`src/rtl/vend_pkg.sv`:
```
`default_nettype none
// ============================================================================
// Module      : vend_pkg
// Description : Shared types and helpers for the multi-product vending
//               controller: FSM state encoding, default coin values and
//               pack/unpack helpers for the flattened per-product price bus.
//               Contents:
//                 vend_state_t  - IDLE / CREDIT / VEND / CHANGE
//                 c_COIN_*_DEF  - default coin values in coin units
//                 price_unpack  - extract product idx from a price bus
//                 price_pack    - insert product idx into a price bus
// Revision    : 1.0 - initial multi-product release
// ============================================================================
package vend_pkg;

    typedef enum logic [1:0] {
        ST_IDLE   = 2'd0,
        ST_CREDIT = 2'd1,
        ST_VEND   = 2'd2,
        ST_CHANGE = 2'd3
    } vend_state_t;

    localparam int c_COIN_LO_DEF  = 1;
    localparam int c_COIN_HI_DEF  = 5;

    // Helpers work on a fixed-width container so they can serve any
    // N_PROD x CREDIT_W combination that fits inside it.
    localparam int c_PRICE_BUS_W  = 256;
    localparam int c_PRICE_IDX_W  = 8;
    localparam int c_PRICE_W_MAX  = 16;

    typedef logic [c_PRICE_BUS_W-1:0] price_bus_t;
    typedef logic [c_PRICE_W_MAX-1:0] price_t;

    // Returns the w-bit price of product idx, zero-extended.
    function automatic price_t price_unpack(input price_bus_t bus, input int idx, input int w);
        price_t r;
        int     pos;
        r = '0;
        for (int b = 0; b < c_PRICE_W_MAX; b++) begin
            pos = idx * w + b;
            if (b < w && pos >= 0 && pos < c_PRICE_BUS_W) begin
                r[b] = bus[pos[c_PRICE_IDX_W-1:0]];
            end
        end
        return r;
    endfunction

    // Returns bus with the w-bit field of product idx replaced by val.
    function automatic price_bus_t price_pack(input price_bus_t bus, input int idx, input int w,
                                              input price_t val);
        price_bus_t r;
        int         pos;
        r = bus;
        for (int b = 0; b < c_PRICE_W_MAX; b++) begin
            pos = idx * w + b;
            if (b < w && pos >= 0 && pos < c_PRICE_BUS_W) begin
                r[pos[c_PRICE_IDX_W-1:0]] = val[b];
            end
        end
        return r;
    endfunction

endpackage
`default_nettype wire

```
`src/rtl/vend_change_disp.sv`:
```
`default_nettype none
// ============================================================================
// Module      : vend_change_disp
// Description : Greedy change-coin selector with chg_valid/chg_ready
//               handshake. Large coins are paid while credit covers them,
//               then small coins.
// Ports       : clk, reset      - clock, asynchronous active-high reset
//               start           - the controller will be in CHANGE next cycle
//               credit          - credit as it will stand next cycle
//               chg_ready       - hopper accepted the current coin
//               chg_valid/hi    - registered change-coin request and type
//               coin_dec        - value paid out by this cycle's handshake
//               done            - credit can no longer pay a small coin
// Revision    : 1.0 - initial release
// ============================================================================
module vend_change_disp #(
    parameter int CREDIT_W    = 5,
    parameter int COIN_LO_VAL = 1,
    parameter int COIN_HI_VAL = 5
) (
    input  logic              clk,
    input  logic              reset,
    input  logic              start,
    input  logic [CREDIT_W:0] credit,
    input  logic              chg_ready,
    output logic              chg_valid,
    output logic              chg_hi,
    output logic [CREDIT_W:0] coin_dec,
    output logic              done
);
    localparam int                c_EXT_W = CREDIT_W + 1;
    localparam logic [c_EXT_W-1:0] c_LO   = c_EXT_W'(COIN_LO_VAL);
    localparam logic [c_EXT_W-1:0] c_HI   = c_EXT_W'(COIN_HI_VAL);

    logic r_chg_valid;
    logic r_chg_hi;

    assign done     = (credit < c_LO);
    assign coin_dec = (r_chg_valid && chg_ready) ? (r_chg_hi ? c_HI : c_LO) : '0;

    // The request for next cycle is computed from the post-handshake credit,
    // so a held chg_ready yields one coin per cycle.
    always_ff @(posedge clk or posedge reset) begin
        if (reset) begin
            r_chg_valid <= 1'b0;
            r_chg_hi    <= 1'b0;
        end else begin
            r_chg_valid <= start && !done;
            r_chg_hi    <= start && !done && (credit >= c_HI);
        end
    end

    assign chg_valid = r_chg_valid;
    assign chg_hi    = r_chg_hi;

endmodule
`default_nettype wire

```
`src/rtl/vend_ctrl_multi.sv`:
```
`default_nettype none
// ============================================================================
// Module      : vend_ctrl_multi
// Description : Multi-product vending controller. Two coin values feed a
//               bounded credit register; selections debit a per-product
//               price and dispense via vend_valid/vend_ack; change is
//               returned coin-by-coin via chg_valid/chg_ready.
// Ports       : clk, reset (async, active-high)
//               coin_valid/coin_hi, sel_valid/sel_id, refund_req, price
//               credit, can_buy, coin_reject, vend_valid/vend_id/vend_ack,
//               chg_valid/chg_hi/chg_ready, vend_count
// Config      : VEND_AUTO_CHANGE_EN - defined: refund remaining credit
//               automatically after each vend (single purchase per session).
//               Undefined: credit persists until refund_req.
// Revision    : 1.0 - initial multi-product release
// ============================================================================
module vend_ctrl_multi
    import vend_pkg::*;
#(
    parameter int  N_PROD      = 4,
    parameter int  CREDIT_W    = 5,
    parameter int  MAX_CREDIT  = 20,
    parameter int  COIN_LO_VAL = c_COIN_LO_DEF,
    parameter int  COIN_HI_VAL = c_COIN_HI_DEF,
    parameter int  CNT_W       = 3,
    localparam int c_SEL_W     = (N_PROD > 1) ? $clog2(N_PROD) : 1
) (
    input  logic                       clk,
    input  logic                       reset,
    input  logic                       coin_valid,
    input  logic                       coin_hi,
    input  logic                       sel_valid,
    input  logic [c_SEL_W-1:0]         sel_id,
    input  logic                       refund_req,
    input  logic [N_PROD*CREDIT_W-1:0] price,
    output logic [CREDIT_W-1:0]        credit,
    output logic [N_PROD-1:0]          can_buy,
    output logic                       coin_reject,
    output logic                       vend_valid,
    output logic [c_SEL_W-1:0]         vend_id,
    input  logic                       vend_ack,
    output logic                       chg_valid,
    output logic                       chg_hi,
    input  logic                       chg_ready,
    output logic [CNT_W-1:0]           vend_count
);
    localparam int                 c_EXT_W   = CREDIT_W + 1;
    localparam logic [c_EXT_W-1:0] c_LO      = c_EXT_W'(COIN_LO_VAL);
    localparam logic [c_EXT_W-1:0] c_HI      = c_EXT_W'(COIN_HI_VAL);
    localparam logic [c_EXT_W-1:0] c_MAX     = c_EXT_W'(MAX_CREDIT);
    localparam logic [CNT_W-1:0]   c_CNT_MAX = '1;

    vend_state_t         r_state, w_state_nxt;
    logic [CREDIT_W-1:0] r_credit, w_credit_nxt;
    logic [N_PROD-1:0]   r_can_buy, w_can_buy_nxt;
    logic                r_coin_reject;
    logic                r_vend_valid;
    logic [c_SEL_W-1:0]  r_vend_id;
    logic [CNT_W-1:0]    r_vend_count;

    price_bus_t          w_price_bus;
    price_t              w_sel_price;
    logic [c_EXT_W-1:0]  w_credit_ext, w_coin_val, w_coin_sum;
    logic [c_EXT_W-1:0]  w_credit_after_chg, w_chg_dec;
    logic                w_sel_ok, w_coin_ok, w_chg_done, w_chg_start;

    assign w_price_bus  = price_bus_t'(price);
    assign w_sel_price  = price_unpack(w_price_bus, int'(sel_id), CREDIT_W);
    assign w_credit_ext = {1'b0, r_credit};
    assign w_coin_val   = coin_hi ? c_HI : c_LO;
    assign w_coin_sum   = w_credit_ext + w_coin_val;

    // Zero-priced or out-of-range products can never be selected.
    assign w_sel_ok = (r_state == ST_CREDIT) && sel_valid && !refund_req &&
                      (int'(sel_id) < N_PROD) && (w_sel_price != '0) &&
                      (w_sel_price <= price_t'(r_credit));

    // An ignored (unaffordable) selection does not block a coin.
    assign w_coin_ok = coin_valid && (w_coin_sum <= c_MAX) &&
                       ((r_state == ST_IDLE) ||
                        ((r_state == ST_CREDIT) && !refund_req && !w_sel_ok));

    // w_chg_dec is nonzero only during a CHANGE handshake.
    assign w_credit_after_chg = w_credit_ext - w_chg_dec;
    assign w_chg_start        = (w_state_nxt == ST_CHANGE);

    always_comb begin
        w_state_nxt  = r_state;
        w_credit_nxt = r_credit;
        case (r_state)
            ST_IDLE: begin
                if (w_coin_ok) begin
                    w_state_nxt  = ST_CREDIT;
                    w_credit_nxt = CREDIT_W'(w_coin_sum);
                end
            end
            ST_CREDIT: begin
                if (refund_req) begin
                    if (w_chg_done) begin
                        w_state_nxt  = ST_IDLE;
                        w_credit_nxt = '0;
                    end else begin
                        w_state_nxt  = ST_CHANGE;
                    end
                end else if (w_sel_ok) begin
                    w_state_nxt  = ST_VEND;
                    w_credit_nxt = CREDIT_W'(price_t'(r_credit) - w_sel_price);
                end else if (w_coin_ok) begin
                    w_credit_nxt = CREDIT_W'(w_coin_sum);
                end
            end
            ST_VEND: begin
                if (vend_ack) begin
`ifdef VEND_AUTO_CHANGE_EN
                    w_state_nxt = ST_CHANGE;
`else
                    w_state_nxt = ST_CREDIT;
`endif
                end
            end
            ST_CHANGE: begin
                if (w_chg_done) begin
                    w_state_nxt  = ST_IDLE;
                    w_credit_nxt = '0;
                end else begin
                    w_credit_nxt = CREDIT_W'(w_credit_after_chg);
                end
            end
            default: begin
                w_state_nxt  = ST_IDLE;
                w_credit_nxt = '0;
            end
        endcase
    end

    // can_buy is registered from next-state credit so it tracks credit
    // without an extra cycle of lag.
    generate
        for (genvar k = 0; k < N_PROD; k++) begin : g_can_buy
            assign w_can_buy_nxt[k] = (w_state_nxt == ST_CREDIT) &&
                (price_t'(w_credit_nxt) >= price_unpack(w_price_bus, k, CREDIT_W));
        end
    endgenerate

    always_ff @(posedge clk or posedge reset) begin
        if (reset) begin
            r_state       <= ST_IDLE;
            r_credit      <= '0;
            r_can_buy     <= '0;
            r_coin_reject <= 1'b0;
            r_vend_valid  <= 1'b0;
            r_vend_id     <= '0;
            r_vend_count  <= '0;
        end else begin
            r_state       <= w_state_nxt;
            r_credit      <= w_credit_nxt;
            r_can_buy     <= w_can_buy_nxt;
            r_coin_reject <= coin_valid && !w_coin_ok;
            r_vend_valid  <= (w_state_nxt == ST_VEND);
            if (w_sel_ok) begin
                r_vend_id <= sel_id;
            end
            // Returning to IDLE ends the session.
            if (w_state_nxt == ST_IDLE) begin
                r_vend_count <= '0;
            end else if ((r_state == ST_VEND) && vend_ack && (r_vend_count != c_CNT_MAX)) begin
                r_vend_count <= r_vend_count + CNT_W'(1);
            end
        end
    end

    vend_change_disp #(
        .CREDIT_W    (CREDIT_W),
        .COIN_LO_VAL (COIN_LO_VAL),
        .COIN_HI_VAL (COIN_HI_VAL)
    ) u_change_disp (
        .clk       (clk),
        .reset     (reset),
        .start     (w_chg_start),
        .credit    (w_credit_after_chg),
        .chg_ready (chg_ready),
        .chg_valid (chg_valid),
        .chg_hi    (chg_hi),
        .coin_dec  (w_chg_dec),
        .done      (w_chg_done)
    );

    assign credit      = r_credit;
    assign can_buy     = r_can_buy;
    assign coin_reject = r_coin_reject;
    assign vend_valid  = r_vend_valid;
    assign vend_id     = r_vend_id;
    assign vend_count  = r_vend_count;

endmodule
`default_nettype wire

```
`config.mk`:
```
export PLATFORM = sky130hd
export DESIGN_NAME = vend_ctrl_multi
export DESIGN_NICKNAME = d
export VERILOG_FILES = /design/src/rtl/vend_pkg.sv /design/src/rtl/vend_change_disp.sv /design/src/rtl/vend_ctrl_multi.sv
export SDC_FILE = /design/constraint.sdc
export NUM_CORES = 1
export LEC_CHECK = 0
export CORE_ASPECT_RATIO = 2
export CORE_MARGIN = 2
export CORE_UTILIZATION = 28
export CTS_BUF_LIST = sky130_fd_sc_hd__clkbuf_2
export CTS_CLUSTER_DIAMETER = 150
export DETAILED_ROUTE_END_ITERATION = 8
export HOLD_SLACK_MARGIN = 0.03
export PLACE_DENSITY = 0.58
export SLEW_MARGIN = 20
export SYNTH_ARGS = -nofsm -noshare
export SYNTH_HDL_FRONTEND = slang
export SYNTH_SLANG_ARGS = --single-unit
```
`constraint.sdc`:
```
create_clock -name clk -period 3.25 [get_ports clk]
set_input_delay 0.975 -clock clk [delete_from_list [all_inputs] [get_ports clk]]
set_output_delay 0.975 -clock clk [all_outputs]
set_load 0.05 [all_outputs]
```
### Word level (Yosys, flattened, before mapping)

Cells that the tools add are included.

* $add $sub $neg: 8
* multiply operators: 1
* order comparisons: 23
* equal/unequal tests: 7
* mux-type cells: 33
* reduce and logical (&&, ||, !) cells: 32

Operators with widths (number)
* $ge 32x1->1 const B: 5
* $lt 32x10->1 const B: 5
* $add 32x3->32 const B: 2
* $lt 8x9->1 const B: 5
* $bmux 1 s8: 5
* $add 32x2->32 const B: 1
* $add 32x4->32 const B: 1
* $mux 5: 5
* $logic_and 1x1->1: 23
* $ge 5x5->1: 4
* $reduce_bool 16->1: 1
* $pmux 5 s3: 1
* $mux 2: 6
* $mux 3: 4
* $mux 1: 10
* $eq 2x2->1 const B: 4
* $pmux 2 s4: 1
* $add 5x3->6: 1
* $ge 6x3->1 const B: 1
* $le 6x5->1 const B: 1
* $lt 6x1->1 const B: 1
* $mux 6: 1
* $sub 5x6->6: 1
* $le 5x5->1: 1
* other kinds (9): 14

* flip-flop bits (word level): 20
* input bits: 30
* output and inout bits: 18
* word-level logic and storage cells: 113

### Longest topological paths before layout

* word-level depth: 18
* gate-level depth with buffers: 27
* depth with buffers taken out: 23

### Hierarchy

From an unflattened synthesis, not the netlist that was laid out.

* cells, all modules: 323
* area, all modules: 2844.0 um^2

Modules (own cells, without submodules)
* vend_ctrl_multi: instances 1, cells an instance 307, area an instance 2702.6 um^2, seq. area each 450.4 um^2
* vend_change_disp: instances 1, cells an instance 16, area an instance 141.4 um^2, seq. area each 50.0 um^2

### Worst setup path before layout

OpenSTA, ideal clock, no wires.

* path kind: input-to-reg
* start: in sel_id[0]
* end: reg r_can_buy[0] (netlist: can_buy[0])
* library setup time: 0.119 ns
* arrival time: 5.145 ns
* required time: 3.131 ns
* path slack: -2.014 ns
* stages: 27
* buffers on the path: 4
* cell sequence: buf_6 -> buf_6 -> inv_2 -> ha_1 -> buf_4 -> mux4_1 -> nand2b_1 -> o211ai_1 -> a31o_4 -> ha_1 -> nand2_1 -> o21ai_0 -> a211oi_1 -> nor3_1 -> a21boi_2 -> buf_6 -> a211oi_4 -> nand3_1 -> o211a_1 -> ha_1 -> nand2b_1 -> a21oi_1 -> nor2b_1 -> o21ai_0 -> nand2b_1 -> a21oi_1 -> nor2b_1

* cells in the longest elaborated chain, start to end: 18

RTL lines
* start, declared: line vend_ctrl_multi.sv:33 `input logic [c_SEL_W-1:0] sel_id,`
* $mul 2x3->5 *
* branches (longest 16 deep; another with $add 32x2->32)
* $logic_and 1x1->1 *: line vend_ctrl_multi.sv:140 `assign w_can_buy_nxt[k] = (w_state_nxt == ST_CREDIT) &&`
* named net w_can_buy_nxt[0]: line vend_ctrl_multi.sv:55 `logic [N_PROD-1:0] r_can_buy, w_can_buy_nxt;`
* end signal, assigned: line vend_ctrl_multi.sv:157 `r_can_buy <= w_can_buy_nxt;`
* end, declared: line vend_ctrl_multi.sv:55

Mark *: on every way through the listed nets, which the timed path passes. The select of a mux whose other input is x is not followed.
A chain may end at the register's enable or synchronous reset.

### Worst setup path in the final report

* start: in price[16]
* end: reg r_can_buy[2] (netlist: can_buy[2])

* cells in the longest elaborated chain, start to end: 16

RTL lines
* start, declared: line vend_ctrl_multi.sv:35 `input logic [N_PROD*CREDIT_W-1:0] price,`
* branches (longest 15 deep; another with $le 5x5->1)
* $logic_and 1x1->1 *: line vend_ctrl_multi.sv:140
* named net w_can_buy_nxt[2]: line vend_ctrl_multi.sv:55

Marks and branches as above.

==> implementation parameters <==
Parameter                              Value

Synthesis
  Area share of the largest cell type after synthesis ... 0.172
  Dominant cells by area after synthesis ... sky130_fd_sc_hd__dfrtp_1 17%, sky130_fd_sc_hd__ha_1 15%, sky130_fd_sc_hd__mux4_1 6.3%, sky130_fd_sc_hd__mux2i_1 4.1%, sky130_fd_sc_hd__inv_1 3.9%
  Avg Synthesized Cell Area ... 9.05 sq um
  Distinct cell type count of the synthesized netlist ... 68
  Library cell occupying the most area in the post-synthesis netlist ... sky130_fd_sc_hd__dfrtp_1
  Synth Net Count ... 388
  Post-Synthesis Cells ... 321
  Post-synth EDFFs ... 0
  Synthesis-stage register bit count ... 20
  Async set-reset flop share out of synthesis ... 1.00
  Mapped cell area ... 2910 sq um
  Predominant post-synthesis flop cell ... sky130_fd_sc_hd__dfrtp_1
  Synthesis Warnings ... 0
  Sequential area share after synthesis ... 0.172

Power
  Cell internal pwr ... 2.08 mW
  Relative contribution of the clock network to total power ... 0.047
  Max VDD drop ... 452 uV
  Combinational fraction of design power ... 0.842
  Switching power total ... 2.02 mW
  Power density cells ... 910 nW/um^2
  Leak pwr ... 2.07 nW
  Sequential group share of total power ... 0.111
  Switching share of power ... 0.493

Timing
  PnR worst setup slack ... -1.39 ns
  Fmax achieved ... 215 MHz
  Final number of max-transition violations ... 0
  Final hold violation count ... 0
  Clock Skew ... 0.0207 ns
  Final period demand of the worst path ... 4.64 ns
  Share of the clock period used by the worst path after layout ... 1.43
  Hold Worst Slack ... 0.545 ns
  Tightest slew margin relative to the limit ... 0.458
  Worst-Margin Slew ... 0.811 ns
  Final setup vio count ... 18
  Setup repair after global routing missed its margin ... true

Die
  DIE AREA ... 11300 sq um
  Starting utilization of the core area ... 0.288
  Chip Width ... 76.0 microns
  Area inside the core boundary ... 10100 sq um
  Height of the chip ... 148 microns
  Ports placed on the boundary ... 48
  Num rows ... 52

Critical path
  CP top delay family ... compound AO/OA/AOI/OAI gates
  Cells along the critical path ... clkdlybuf4s50_1 -> mux4_2 -> a31oi_1 -> a32o_2 -> ha_4 -> a21oi_4 -> o21ai_2 -> a211oi_2 -> nor3_2 -> o41ai_2 -> buf_4 -> nor2_4 -> o211a_4 -> ha_1 -> nand2b_4 -> a21oi_2 -> nor2b_4 -> o21ai_1 -> nand2b_1 -> a21oi_2 -> nor2b_1
  Delay of the slowest critical-path stage ... 0.49 ns
  Most used cell along the critical path ... sky130_fd_sc_hd__a21oi_2
  Worst Path Class, Setup ... primary input to flip-flop
  Maximum fanout along the worst path ... 4
  Startpoint Class ... primary input
  Buffering stage count on the worst path with inverters included ... 2
  Data required time at the worst endpoint ... 3.53 ns
  Crit. End Element ... flip-flop
  Critical path data arrival time ... 4.92 ns
  Critical path's slowest cell ... sky130_fd_sc_hd__mux4_2

CTS
  Worst-skew pair later-pin latency ... 0.34 ns
  CTS Root Cell ... sky130_fd_sc_hd__clkbuf_2
  Sinks on the clock net ... 20
  CTS tree ... built
  Htree depth ... 1
  Worst-path clk slew ... 0.23 ns
  Maximum buffer depth of the clock tree ... 2
  CTS buffer count ... 3

Run
  Number of maximum-capacitance violations ... 0

Routing
  Drt drc ... 0
  Routed wire length per instance ... 17.9 microns
  Post-detailed-routing wire length ... 10600 microns
  Via Count ... 3101
  ANT nets after route ... 0
  Detailed-route vias per instance ... 5.24
  Router iterations before antenna repair ... 4
  First DRT Iteration DRCs ... 168

Cells and area
  Layout-stage area growth over the synthesis result ... 54.9%
  Fillers ... 964
  Commonest cells after routing, fill and taps aside ... 91 x sky130_fd_sc_hd__buf_4, 32 x sky130_fd_sc_hd__ha_1, 31 x sky130_fd_sc_hd__clkdlybuf4s50_1
  Area of all placed cells without fillers ... 4500 sq um
  Diodes inserted ... 0
  Share of cells above drive strength 1 ... 0.385
  Layout Nets ... 525
  Most common cell after layout, fill and taps aside ... sky130_fd_sc_hd__buf_4

Global route
  Overall overflow remaining after global route ... 0
  Largest net degree at the start of global routing ... 22
  First-pass GRT wire length ... 16500 microns
  Number of antenna violations at the first check in global routing ... 0
  Via count of the first global-routing pass ... 3332
  Global-route usage over all layers ... 0.188

Place
  Port-buffer cells ... 47
  Placed wire-length estimate after detailed placement ... 8820 microns
  Last weighted congestion value of the routability-driven placer ... 0.926
  Placement-stage cell area ... 4120 sq um

Status
  Failing checks ... setup timing
  Result of the run ... finished, violations left

Worst hold path
  Path class of the lowest-slack min-delay path ... flip-flop to flip-flop
[through the flow]
stage / cells / worst slack [ns] / util / power (mW) / setup TNS (ns)
after floorplan: 321 / -1.77 / - / 2.37 / -17.22
after global placement: 575 / -2.41 / 0.408 / 3.41 / -28.74
after detailed placement: 575 / -2.48 / 0.408 / 3.48 / -30.11
after CTS: 588 / -1.36 / 0.432 / 3.89 / -10.29
after global routing: 592 / -1.53 / 0.447 / 4.46 / -12.21
final: 592 / -1.39 / 0.447 / 4.10 / -10.97
[per-layer routing]
metal  share of wire  GRT usage
met3           0.021     0.0109
met5               0          0
met4           0.065      0.122
met1            0.31      0.160
met2            0.61      0.402
[cell usage after synthesis (all sizes together), types with 5 or more instances]
master,instances
a211oi,5
a21o,6
a21oi,22
a31oi,6
buf,7
clkbuf,8
dfrtp,20
ha,36
inv,31
mux2i,12
mux4,11
nand2,15
nand2b,11
nor2,27
nor2b,13
nor3,7
o21ai,15
[cell families after synthesis]
group                    share of synthesized area
multiplexers                                 0.147
AO/OA/AOI/OAI                                0.217
XOR/XNOR                                    0.0211
adder cells (fa/ha/maj)                      0.162
AND/OR/NAND/NOR                              0.186
buffers and inverters                       0.0947
flip-flops                                   0.172
[power by group through the flow]
stage	Combinational [mW]	Clock, mW	Sequential (mW)
after CTS	3.24	0.196	0.455
after global routing	3.78	0.214	0.466
final	3.45	0.194	0.456
after floorplan	1.56	0	0.812
after detailed placement	3.01	0	0.462
after global placement	2.95	0	0.460
[final timing paths]
kind | cells past startpoint | from | slack [ns] | end
max in group asynchronous | 2 | reset | 1.68 | credit[0]$_DFF_PP0_
worst max-delay path | 21 | price[16] | -1.39 | can_buy[2]$_DFF_PP0_
worst min register to register | 1 | vend_id[1]$_DFFE_PP0N_ | 0.55 | vend_id[1]$_DFFE_PP0N_
worst min-delay path | 1 | vend_id[1]$_DFFE_PP0N_ | 0.55 | vend_id[1]$_DFFE_PP0N_
worst max register to register | 19 | credit[0]$_DFF_PP0_ | -0.44 | can_buy[2]$_DFF_PP0_
min in group asynchronous | 2 | reset | 1.05 | can_buy[2]$_DFF_PP0_
[registers in the layout, indices dropped and copies added (netlist names)]
name / flops
vend_count: 3
u_change_disp.chg_hi: 1
vend_id: 2
coin_reject: 1
vend_valid: 1
can_buy: 4
u_change_disp.chg_valid: 1
credit: 5
r_state: 2
[area by class of cell]
class | count | area (sq um) | share of cell area
multi-input combinational | 255 | 2410 | 0.535
timing repair buffer | 147 | 1260 | 0.279
sequential | 20 | 500 | 0.111
tap | 135 | 169 | 0.0375
inverter | 31 | 121 | 0.0270
clock inverter | 1 | 30.0 | 0.00667
clock buffer | 3 | 15.0 | 0.00333
[repair_timing]
action / in CTS / in global routing
hold endpoints to repair: 0 / 0
setup endpoints to repair: 18 / 18
pin swaps: 28 / 27
setup buffers: 11 / 6
hold buffers: 0 / 0
gates cloned: 0 / 0
resized for setup: 61 / 27
(Power assumes the default switching activity.)
